[src/rtl/bcd_serial_add_ctrl_pkg.sv]
// Package bcd_pkg: shared constants, FSM state type and digit-validity helper
// for the serial packed-BCD adder controller.
package bcd_pkg;

  localparam int unsigned BCD_DIGIT_W = 4;
  localparam logic [3:0]  BCD_MAX     = 4'd9;
  localparam logic [3:0]  BCD_CORR    = 4'd6;

  typedef enum logic [1:0] {
    IDLE = 2'd0,
    ADD  = 2'd1,
    DONE = 2'd2
  } bcd_state_e;

  function automatic logic is_bad_digit(input logic [3:0] d);
    return (d > BCD_MAX);
  endfunction

endpackage

[src/rtl/bcd_serial_add_ctrl_if.sv]
// Requester <-> controller bundle for bcd_serial_add_ctrl.
//   master (requester): drives start, a, b, c_in (and sub when BCD_SUB_EN)
//   slave  (controller): drives busy, done, sum, c_out, err
// Optional feature macro: BCD_SUB_EN adds the 1-bit sub request.
interface bcd_serial_add_ctrl_if #(
  parameter int unsigned DIGITS = 4
);
  logic                  start;
  logic [4*DIGITS-1:0]   a;
  logic [4*DIGITS-1:0]   b;
  logic                  c_in;
`ifdef BCD_SUB_EN
  logic                  sub;
`endif
  logic                  busy;
  logic                  done;
  logic [4*DIGITS-1:0]   sum;
  logic                  c_out;
  logic                  err;

  modport master (
    output start, a, b, c_in,
`ifdef BCD_SUB_EN
    output sub,
`endif
    input  busy, done, sum, c_out, err
  );

  modport slave (
    input  start, a, b, c_in,
`ifdef BCD_SUB_EN
    input  sub,
`endif
    output busy, done, sum, c_out, err
  );
endinterface

[src/rtl/bcd_serial_add_ctrl_digit_add.sv]
// bcd_digit_add: combinational one-digit BCD adder.
//   a, b : BCD digits      ci : decimal carry in
//   d    : result digit    co : decimal carry out
// Invalid inputs follow the same rule on the 5-bit binary sum.
module bcd_digit_add
  import bcd_pkg::*;
(
  input  logic [3:0] a,
  input  logic [3:0] b,
  input  logic       ci,
  output logic [3:0] d,
  output logic       co
);

  logic [4:0] w_s;
  logic [3:0] w_adj;

  always_comb begin
    w_s   = {1'b0, a} + {1'b0, b} + {4'b0000, ci};
    // (s+6)[3:0] equals s[3:0]+6 modulo 16.
    w_adj = w_s[3:0] + BCD_CORR;
    if (w_s > {1'b0, BCD_MAX}) begin
      d  = w_adj;
      co = 1'b1;
    end else begin
      d  = w_s[3:0];
      co = 1'b0;
    end
  end

endmodule

[src/rtl/bcd_serial_add_ctrl.sv]
// bcd_serial_add_ctrl: packed-BCD adder that reuses one digit adder across
// DIGITS digits, LSD first, one digit per clock.
//   clk, rst_n : clock, synchronous active-low reset
//   bus (slave): start/a/b/c_in in; busy/done/sum/c_out/err out
// Optional feature macro: BCD_SUB_EN (sub=1 computes ten's-complement a-b).
module bcd_serial_add_ctrl
  import bcd_pkg::*;
#(
  parameter int unsigned DIGITS = 4,
  parameter int unsigned IDX_W  = (DIGITS > 1) ? $clog2(DIGITS) : 1
) (
  input  logic                 clk,
  input  logic                 rst_n,
  bcd_serial_add_ctrl_if.slave bus
);

  localparam int unsigned      W        = BCD_DIGIT_W * DIGITS;
  localparam logic [IDX_W-1:0] LAST_IDX = IDX_W'(DIGITS - 1);

  bcd_state_e       r_state;
  bcd_state_e       w_next;
  logic [W-1:0]     r_a;
  logic [W-1:0]     r_b;
  logic [W-1:0]     r_sum;
  logic [W-1:0]     w_b_cap;
  logic             r_carry;
  logic             r_c_out;
  logic             r_err;
  logic [IDX_W-1:0] r_idx;
  logic             w_carry_init;
  logic             w_bad;
  logic             w_last;
  logic             w_accept;
  logic [3:0]       w_da;
  logic [3:0]       w_db;
  logic [3:0]       w_d;
  logic             w_co;

  assign w_accept = (r_state == IDLE) && bus.start;
  assign w_last   = (r_idx == LAST_IDX);

  // err always reflects the raw operands, even when b is complemented.
  always_comb begin
    w_bad = 1'b0;
    for (int unsigned i = 0; i < DIGITS; i++) begin
      w_bad = w_bad
            | is_bad_digit(bus.a[BCD_DIGIT_W*i +: BCD_DIGIT_W])
            | is_bad_digit(bus.b[BCD_DIGIT_W*i +: BCD_DIGIT_W]);
    end
  end

`ifdef BCD_SUB_EN
  always_comb begin
    w_b_cap      = bus.b;
    w_carry_init = bus.c_in;
    if (bus.sub) begin
      for (int unsigned i = 0; i < DIGITS; i++) begin
        w_b_cap[BCD_DIGIT_W*i +: BCD_DIGIT_W] = BCD_MAX - bus.b[BCD_DIGIT_W*i +: BCD_DIGIT_W];
      end
      w_carry_init = 1'b1;
    end
  end
`else
  assign w_b_cap      = bus.b;
  assign w_carry_init = bus.c_in;
`endif

  always_comb begin
    w_da = r_a[BCD_DIGIT_W*r_idx +: BCD_DIGIT_W];
    w_db = r_b[BCD_DIGIT_W*r_idx +: BCD_DIGIT_W];
  end

  bcd_digit_add u_digit_add (
    .a  (w_da),
    .b  (w_db),
    .ci (r_carry),
    .d  (w_d),
    .co (w_co)
  );

  always_ff @(posedge clk) begin
    if (!rst_n) begin
      r_state <= IDLE;
    end else begin
      r_state <= w_next;
    end
  end

  always_comb begin
    w_next = r_state;
    unique case (r_state)
      IDLE:    if (bus.start) w_next = ADD;
      ADD:     if (w_last)    w_next = DONE;
      DONE:                   w_next = IDLE;
      default:                w_next = IDLE;
    endcase
  end

  always_ff @(posedge clk) begin
    if (!rst_n) begin
      r_a     <= '0;
      r_b     <= '0;
      r_sum   <= '0;
      r_carry <= 1'b0;
      r_c_out <= 1'b0;
      r_err   <= 1'b0;
      r_idx   <= '0;
    end else if (w_accept) begin
      r_a     <= bus.a;
      r_b     <= w_b_cap;
      r_err   <= w_bad;
      r_sum   <= '0;
      r_c_out <= 1'b0;
      r_idx   <= '0;
      r_carry <= w_carry_init;
    end else if (r_state == ADD) begin
      r_sum[BCD_DIGIT_W*r_idx +: BCD_DIGIT_W] <= w_d;
      r_carry <= w_co;
      if (w_last) begin
        r_c_out <= w_co;
      end else begin
        r_idx <= r_idx + 1'b1;
      end
    end
  end

  assign bus.busy  = (r_state != IDLE);
  assign bus.done  = (r_state == DONE);
  assign bus.sum   = r_sum;
  assign bus.c_out = r_c_out;
  assign bus.err   = r_err;

endmodule
[src/flat_wrapper.sv]
// flat-port wrapper written by rule: the top's interface ports become plain ports
module bcd_serial_add_ctrl_flat import bcd_pkg::*;
#(
  parameter int unsigned DIGITS = 4,
  parameter int unsigned IDX_W  = (DIGITS > 1) ? $clog2(DIGITS) : 1
)
  (clk, rst_n, bus_start, bus_a, bus_b, bus_c_in, bus_busy, bus_done, bus_sum, bus_c_out, bus_err);
  bcd_serial_add_ctrl_if #(.DIGITS(DIGITS)) bus_i ();
  input  logic clk;
  input  logic rst_n;
  input wire logic [$bits(bus_i.start)-1:0] bus_start;
  input wire logic [$bits(bus_i.a)-1:0] bus_a;
  input wire logic [$bits(bus_i.b)-1:0] bus_b;
  input wire logic [$bits(bus_i.c_in)-1:0] bus_c_in;
  output wire logic [$bits(bus_i.busy)-1:0] bus_busy;
  output wire logic [$bits(bus_i.done)-1:0] bus_done;
  output wire logic [$bits(bus_i.sum)-1:0] bus_sum;
  output wire logic [$bits(bus_i.c_out)-1:0] bus_c_out;
  output wire logic [$bits(bus_i.err)-1:0] bus_err;
  assign bus_i.start = bus_start;
  assign bus_i.a = bus_a;
  assign bus_i.b = bus_b;
  assign bus_i.c_in = bus_c_in;
  assign bus_busy = bus_i.busy;
  assign bus_done = bus_i.done;
  assign bus_sum = bus_i.sum;
  assign bus_c_out = bus_i.c_out;
  assign bus_err = bus_i.err;
  bcd_serial_add_ctrl #(.DIGITS(DIGITS), .IDX_W(IDX_W)) u_core (.clk(clk), .rst_n(rst_n), .bus(bus_i));
endmodule
[config.mk]
export PLATFORM = sky130hd
export DESIGN_NAME = bcd_serial_add_ctrl_flat
export DESIGN_NICKNAME = d
export VERILOG_FILES = /design/src/rtl/bcd_serial_add_ctrl_pkg.sv /design/src/rtl/bcd_serial_add_ctrl_if.sv /design/src/rtl/bcd_serial_add_ctrl_digit_add.sv /design/src/rtl/bcd_serial_add_ctrl.sv /design/src/flat_wrapper.sv
export SDC_FILE = /design/constraint.sdc
export NUM_CORES = 1
export LEC_CHECK = 0
export CAP_MARGIN = 20
export CORE_ASPECT_RATIO = 1.1
export CORE_MARGIN = 2
export CORE_UTILIZATION = 54
export CTS_BUF_LIST = sky130_fd_sc_hd__clkbuf_8
export CTS_CLUSTER_SIZE = 25
export DETAILED_ROUTE_END_ITERATION = 12
export PLACE_DENSITY = 0.85
export SETUP_SLACK_MARGIN = 0.4
export SLEW_MARGIN = 20
export SYNTH_ARGS = -nofsm -noshare
export SYNTH_HDL_FRONTEND = slang
export SYNTH_HIERARCHICAL = 1
export SYNTH_SLANG_ARGS = --single-unit
[constraint.sdc]
create_clock -name clk -period 8.5 [get_ports clk]
set_input_delay 1.7 -clock clk [delete_from_list [all_inputs] [get_ports clk]]
set_output_delay 1.7 -clock clk [all_outputs]
set_load 0.01 [all_outputs]
==> qor.txt, run 1 <==
Clock Latency Late Sink - 300 ps
Residual DRC - 0
crit-path max FO - 16
area leader, netlist - dfxtp_1
Syn Nets - 332
reg2reg path depth - 10
placed insts - 381
RSZ-0062 raised after global routing - false
placer congestion estimate - 0.780
core area - 4620 µm²
cts hold-fix bufs - 0
TritonCTS buffer count - 5
Clock Skew - 4.13 ps
via/cell ratio - 5.66
GRT Total Usage - 21.3%
status - finished clean
Yosys top cell area share - 42.8%
number of synthesized flops with an enable pin - 0
Rows - 26
antenna violations before repair - 0
Synth Instances - 284
synth warn - 6
asr flop ratio synth - 0%
Final period util - 48.4%
max cap viols - 0
Root Buffer - clkbuf_8
WL/cell - 14.3 µm
TritonCTS clock tree - yes
ys flop type - dfxtp_1
fin cells - 389
Sum Neg Setup Slack - 0 ps
First DRT Iteration DRCs - 109
Layout Nets - 380
grt ovf - 0
Hold Path Cell Cnt - 2
share of cells above drive strength 1 - 8.41%
Slew @ Worst Pin - 893 ps
Final Hold Viols - 0
hold crit path type - reg -> reg
number of global-route vias before repair - 2040
crit path DAT - 4360 ps
Chip Width - 69.8 µm
Yosys reg bits - 55
Pre-antenna DRT Iters - 5
number of port buffers - 55
Netlist Area Pre-Place - 2570 µm²
Pwr per Cell Area - 170 nW/µm²
relative slew slack - 40.1%
Crit. End Element - register
VDD IR max - 0.0997 mV
Area Overhead vs Synth - 26.3%
Hold Startpoint - u_core/bus.sum[5]$_SDFFE_PP0P_
die area - 5340 µm²
Min Hold Slack - 458 ps
# diodes - 0
clock slew at reported path FFs - 100 ps
sequential area share after synthesis - 42.8%
Final setup viols - 0
distinct cell type count of the synthesized netlist - 38
commonest non-fill, non-tap cells in the layout - 69 x nand2_1, 55 x clkdlybuf4s50_1, 55 x dfxtp_1
Leakage - 1.18 nW
most common cell after layout, fill and taps aside - nand2_1
H-tree Lvls - 2
startpoint type of the worst setup path - register
post-synthesis area per instance - 9.07 µm²
antenna-violating nets left - 0
CTS Sinks - 55
achievable frequency - 243 MHz
Post-CTS Setup Inserts - 0
cts repair resizes - 0
first-pass GRT wire length - 9180 µm
Max clock buf depth - 2
vias - 2202
initial core utilization - 55.7%
Ports - 56
largest net degree at the start of global routing - 36
routed wire length - 5550 µm
die height - 76.4 µm
Final min period - 4110 ps
critical path class - reg -> reg
Required @ worst endpoint - 8740 ps
startpoint of the worst register-to-register path - u_core/r_idx[0]$_SDFFE_PP0P_
ranking of synthesized cells by area - dfxtp_1 43%, nand2_1 10%, a21oi_1 7.6%
post-DP HPWL - 4110 µm
Critical Path Start - u_core/r_idx[0]$_SDFFE_PP0P_
Final Max Tran Viols - 0
-- path summary, 6_finish.rpt --
check                                   endpoint  slack (ps)
setup / recovery  u_core/bus.sum[6]$_SDFFE_PP0P_        4390
hold / removal    u_core/bus.sum[5]$_SDFFE_PP0P_         460
setup reg to reg  u_core/bus.sum[6]$_SDFFE_PP0P_        4390
hold reg to reg   u_core/bus.sum[5]$_SDFFE_PP0P_         460
-- logic make-up after synthesis --
kind of cell	Yosys count	synth area share [%]
adders and majority gates	12	6.41
DFF	55	42.8
muxes	12	8.55
xor gates and xnor gates	3	1.02
buffers and inverters	21	3.98
AOI/OAI and AO/OA	67	16.4
and+or+nand+nor	114	20.8
-- power breakdown --
group	switching [W]	internal [W]
registers	0.0000101	0.000269
logic	0.0000526	0.0000484
clock network	0.0000836	0.0000878
total	0.000146	0.000405
-- flip-flops by register name, indices dropped and copies added (netlist names) --
| register | cells |
|---|---|
| u_core/bus.sum | 16 |
| u_core/r_a | 16 |
| u_core/r_b | 16 |
| u_core/r_idx | 2 |
| u_core/r_state | 2 |
| u_core/bus.c_out | 1 |
| u_core/bus.err | 1 |
| u_core/r_carry | 1 |
-- cells in the mapped netlist, drive strengths merged, types with 2 or more instances --
cell type	count
nand2	70
dfxtp	55
a21oi	39
nor2	19
a32oi	12
buf	12
ha	10
mux4	8
o21ai	8
nand3b	5
nand4	5
clkbuf	4
inv	4
mux2i	4
nor2b	3
nor3b	3
xnor2	3
fa	2
nand3	2
-- per-stage QoR --
| stage | cell area (µm²) | utilization, % | setup WS, ps | total power (W) |
|---|---|---|---|---|
| after floorplan | 2570 | - | 4890 | 0.000348 |
| after global placement | 3130 | 67.8 | 4540 | 0.000382 |
| after detailed placement | 3130 | 67.8 | 4410 | 0.000385 |
| after CTS | 3250 | 70.3 | 4380 | 0.000555 |
| after global routing | 3250 | 70.4 | 4140 | 0.000578 |
| final | 3250 | 70.4 | 4390 | 0.000552 |
-- critical path: stages (launching register included) --
cell and delay (ps):
dfxtp_1 850, mux4_2 620, fa_1 470, fa_1 420
xnor2_1 190, ha_1 250, a31o_1 240, o31ai_4 330
mux2i_1 420, nand4_1 140, a21oi_1 140
-- layer usage --
layer	routed length, µm	GRT usage, %
met1	2270	25.9
met4	106	7.88
met2	2910	37.1
met3	271	4.23
met5	0	0
-- area by class of cell --
class | count | area (µm²)
well taps | 56 | 70.1
inverters | 5 | 18.8
fillers | 360 | 1370
multi-input cells | 208 | 1380
repair buffers | 57 | 566
clock buffers | 5 | 68.8
flip-flops and latches | 55 | 1100
clock inverters | 3 | 43.8
(Power assumes the default switching activity.)
==> inputs of run 2 (changes only) <==
--- a/config.mk
+++ b/config.mk
@@ -8,11 +8,11 @@
 export CAP_MARGIN = 20
 export CORE_ASPECT_RATIO = 1.1
 export CORE_MARGIN = 2
-export CORE_UTILIZATION = 54
+export CORE_UTILIZATION = 52
 export CTS_BUF_LIST = sky130_fd_sc_hd__clkbuf_8
 export CTS_CLUSTER_SIZE = 25
 export DETAILED_ROUTE_END_ITERATION = 12
-export PLACE_DENSITY = 0.85
+export PLACE_DENSITY = 0.83
 export SETUP_SLACK_MARGIN = 0.4
 export SLEW_MARGIN = 20
 export SYNTH_ARGS = -nofsm -noshare
==> constraint.sdc (replaced) <==
create_clock -name clk -period 4.15 [get_ports clk]
set_input_delay 0.83 -clock clk [delete_from_list [all_inputs] [get_ports clk]]
set_output_delay 0.83 -clock clk [all_outputs]
set_load 0.01 [all_outputs]
==> run 2 against run 1 <==
Total power increased by 100%. Fmax grew 15%. Combinational power rose by 120%. Register-to-register slack worse by 3800 ps. Global-route usage increased by 0.84 points. Largest cell class unchanged. Setup slack got worse by 3800 ps. Design area increased by 0.35%. First-iteration DRC count up 15%.
==> qor.txt, run 2 (synthesis results as in run 1) <==
Critical Path Start - u_core/r_idx[0]$_SDFFE_PP0P_
buffers and inverters on the worst path - 0 (unchanged)
GRT Total Usage - 22.2% (+0.84 points)
VDD IR max - 0.202 mV (+100%)
most common cell after layout, fill and taps aside - nand2_1
Max stage delay on crit path - 550 ps (-300 ps)
first-pass GRT wire length - 9660 µm (+5.2%)
Hold Startpoint - u_core/r_a[12]$_SDFFE_PN0P_
First DRT Iteration DRCs - 125 (+15%)
RSZ-0062 raised after global routing - false
Net Switching - 0.000300 W (+110%)
Power Total - 0.00111 W (+100%)
CTS Sinks - 55 (unchanged)
# diodes - 0 (unchanged)
crit path DAT - 3820 ps (-540 ps)
Final Hold Viols - 0 (unchanged)
Rows - 26 (unchanged)
family with the most delay on the worst path - adder cells
Sum Neg Setup Slack - 0 ps (unchanged)
Util after Layout - 69.2% (-1.2 points)
TritonCTS buffer count - 5 (unchanged)
Leakage - 1.18 nW (+0.53%)
Pwr per Cell Area - 339 nW/µm² (+100%)
critical path's slowest cell - mux4_2
Clk pwr share - 28.8% (-2.3 points)
CP Depth - 10 (unchanged)
combinational fraction of design power - 19.8% (+1.5 points)
Cell Area, Placed - 3150 µm² (+0.48%)
startpoint of the worst register-to-register path - u_core/r_idx[0]$_SDFFE_PP0P_
reg2reg path depth - 10 (unchanged)
die height - 77.8 µm (+1.8%)
area of the multi-input gates - 1390 µm² (+0.27%)
achievable frequency - 280 MHz (+15%)
Required @ worst endpoint - 4390 ps (-4350 ps)
largest net degree at the start of global routing - 36 (unchanged)
Crit. End Element - register
crit-path max FO - 4 (-12)
clock slew at reported path FFs - 100 ps (about the same)
Ports - 56 (unchanged)
critical path class - reg -> reg
initial core utilization - 54.6% (-1.2 points)
Area Overhead vs Synth - 26.7%
cts hold-fix bufs - 0 (unchanged)
vias - 2248 (+2.1%)
Layout Nets - 382 (+0.53%)
Clock Latency Late Sink - 310 ps (about the same)
placer congestion estimate - 0.786 (+0.80%)
commonest non-fill, non-tap cells in the layout - 69 x nand2_1, 55 x clkdlybuf4s50_1, 54 x dfxtp_1
WL/cell - 15.1 µm (+6.0%)
Reg power frac - 51.5% (+0.9 points)
Final setup viols - 0 (unchanged)
core area - 4720 µm² (+2.1%)
crit-path cells - mux4_2, fa_1, fa_1, xnor2_1, ha_1, a31o_1, o31ai_4, mux2i_2, nand4_1, a21oi_1
Worst path most repeated cell - fa_1
status - finished clean
Max clock buf depth - 2 (unchanged)
switching share of total power - 27.1% (+0.64 points)
startpoint type of the worst setup path - register
post-DP HPWL - 4410 µm (+7.4%)
Final min period - 3570 ps (-541 ps)
relative slew slack - 36.4% (-3.7 points)
hold crit path type - reg -> reg
routed wire length - 5920 µm (+6.6%)
fin area - 3260 µm² (+0.35%)
Root Buffer - clkbuf_8
Chip Width - 71.1 µm (+1.8%)
antenna violations before repair - 0 (unchanged)
Clock Skew - 10.6 ps (+6.49 ps)
H-tree Lvls - 2 (unchanged)
Pre-antenna DRT Iters - 4 (-1)
grt ovf - 0 (unchanged)
antenna-violating nets left - 0 (unchanged)
Final Max Tran Viols - 0 (unchanged)
Seq. cell area - 1100 µm² (+0.11%)
max cap viols - 0 (unchanged)
Int Pwr - 0.000806 W (+99%)
Residual DRC - 0 (unchanged)
number of global-route vias before repair - 2131 (+4.5%)
share of cells above drive strength 1 - 9.55% (+1.1 points)
Fillers - 391 (+8.6%)
number of port buffers - 55 (unchanged)
Hold Path Cell Cnt - 2 (unchanged)
TritonCTS clock tree - yes
die area - 5530 µm² (+3.6%)
Final period util - 86.1% (+38 points)
via/cell ratio - 5.75 (+1.6%)
Slew @ Worst Pin - 948 ps (+55.5 ps)
run 2: cell types whose count changed in the layout (fill, tap and decap cells not counted), sizes merged:
cell	delta
clkinv	-2
buf	+2
clkbuf	+2
clkinvlp	+1
bufinv	-1
run 2: worst register-to-register path, delay by kind of cell, from the launching register on:
kind | cells | cell delay (ps)
AOI/OAI and AO/OA | 3 | 740
xor gates and xnor gates | 1 | 190
adders and majority gates | 3 | 1150
DFF | 1 | 390
muxes | 2 | 920
and+or+nand+nor | 1 | 130
run 2: metal layers:
metal | GRT usage, % | up-vias | share of wire (%)
li1 | - | 1103 | -
met1 | 26.8 | 1073 | 43
met2 | 39.3 | 63 | 52
met3 | 4.29 | 9 | 3.6
met4 | 6.98 | 0 | 1.4
met5 | 0 | - | 0
run 2: area by class of cell:
class                           count  area share, %
Sequential cell                    55           33.8
Inverter                            5          0.575
Clock buffer                        7           2.95
Tap cell                           56           2.15
Timing Repair Buffer               59           17.8
Multi-Input combinational cell    208           42.5
Clock inverter                      1          0.230
run 2: worst paths after layout:
path / end / slack, ps
worst max register to register: u_core/bus.sum[6]$_SDFFE_PP0P_ / 580
worst max-delay path: u_core/bus.sum[6]$_SDFFE_PP0P_ / 580
worst min-delay path: u_core/r_a[12]$_SDFFE_PN0P_ / 460
worst min register to register: u_core/r_a[12]$_SDFFE_PN0P_ / 460
run 2: metrics by stage:
stage	hold slack, ps	instances	worst slack [ps]
finish	460	391	578
global route	479	391	432
CTS	459	391	475
detailed placement	446	383	472
global placement	442	383	607
floorplan	433	284	539
run 2: what timing repair did:
item                                   CTS  global route
resized for setup                        0             2
setup endpoints to repair                0             4
endpoints found under the hold margin    0             0
setup buffers                            0             0
run 2: power groups by stage:
stage | Combinational, W | Sequential (W) | Clock (W)
global placement | 0.000206 | 0.000580 | 0
detailed placement | 0.000212 | 0.000581 | 0
global route | 0.000237 | 0.000572 | 0.000349
finish | 0.000219 | 0.000569 | 0.000318
floorplan | 0.000139 | 0.000574 | 0
CTS | 0.000213 | 0.000569 | 0.000325
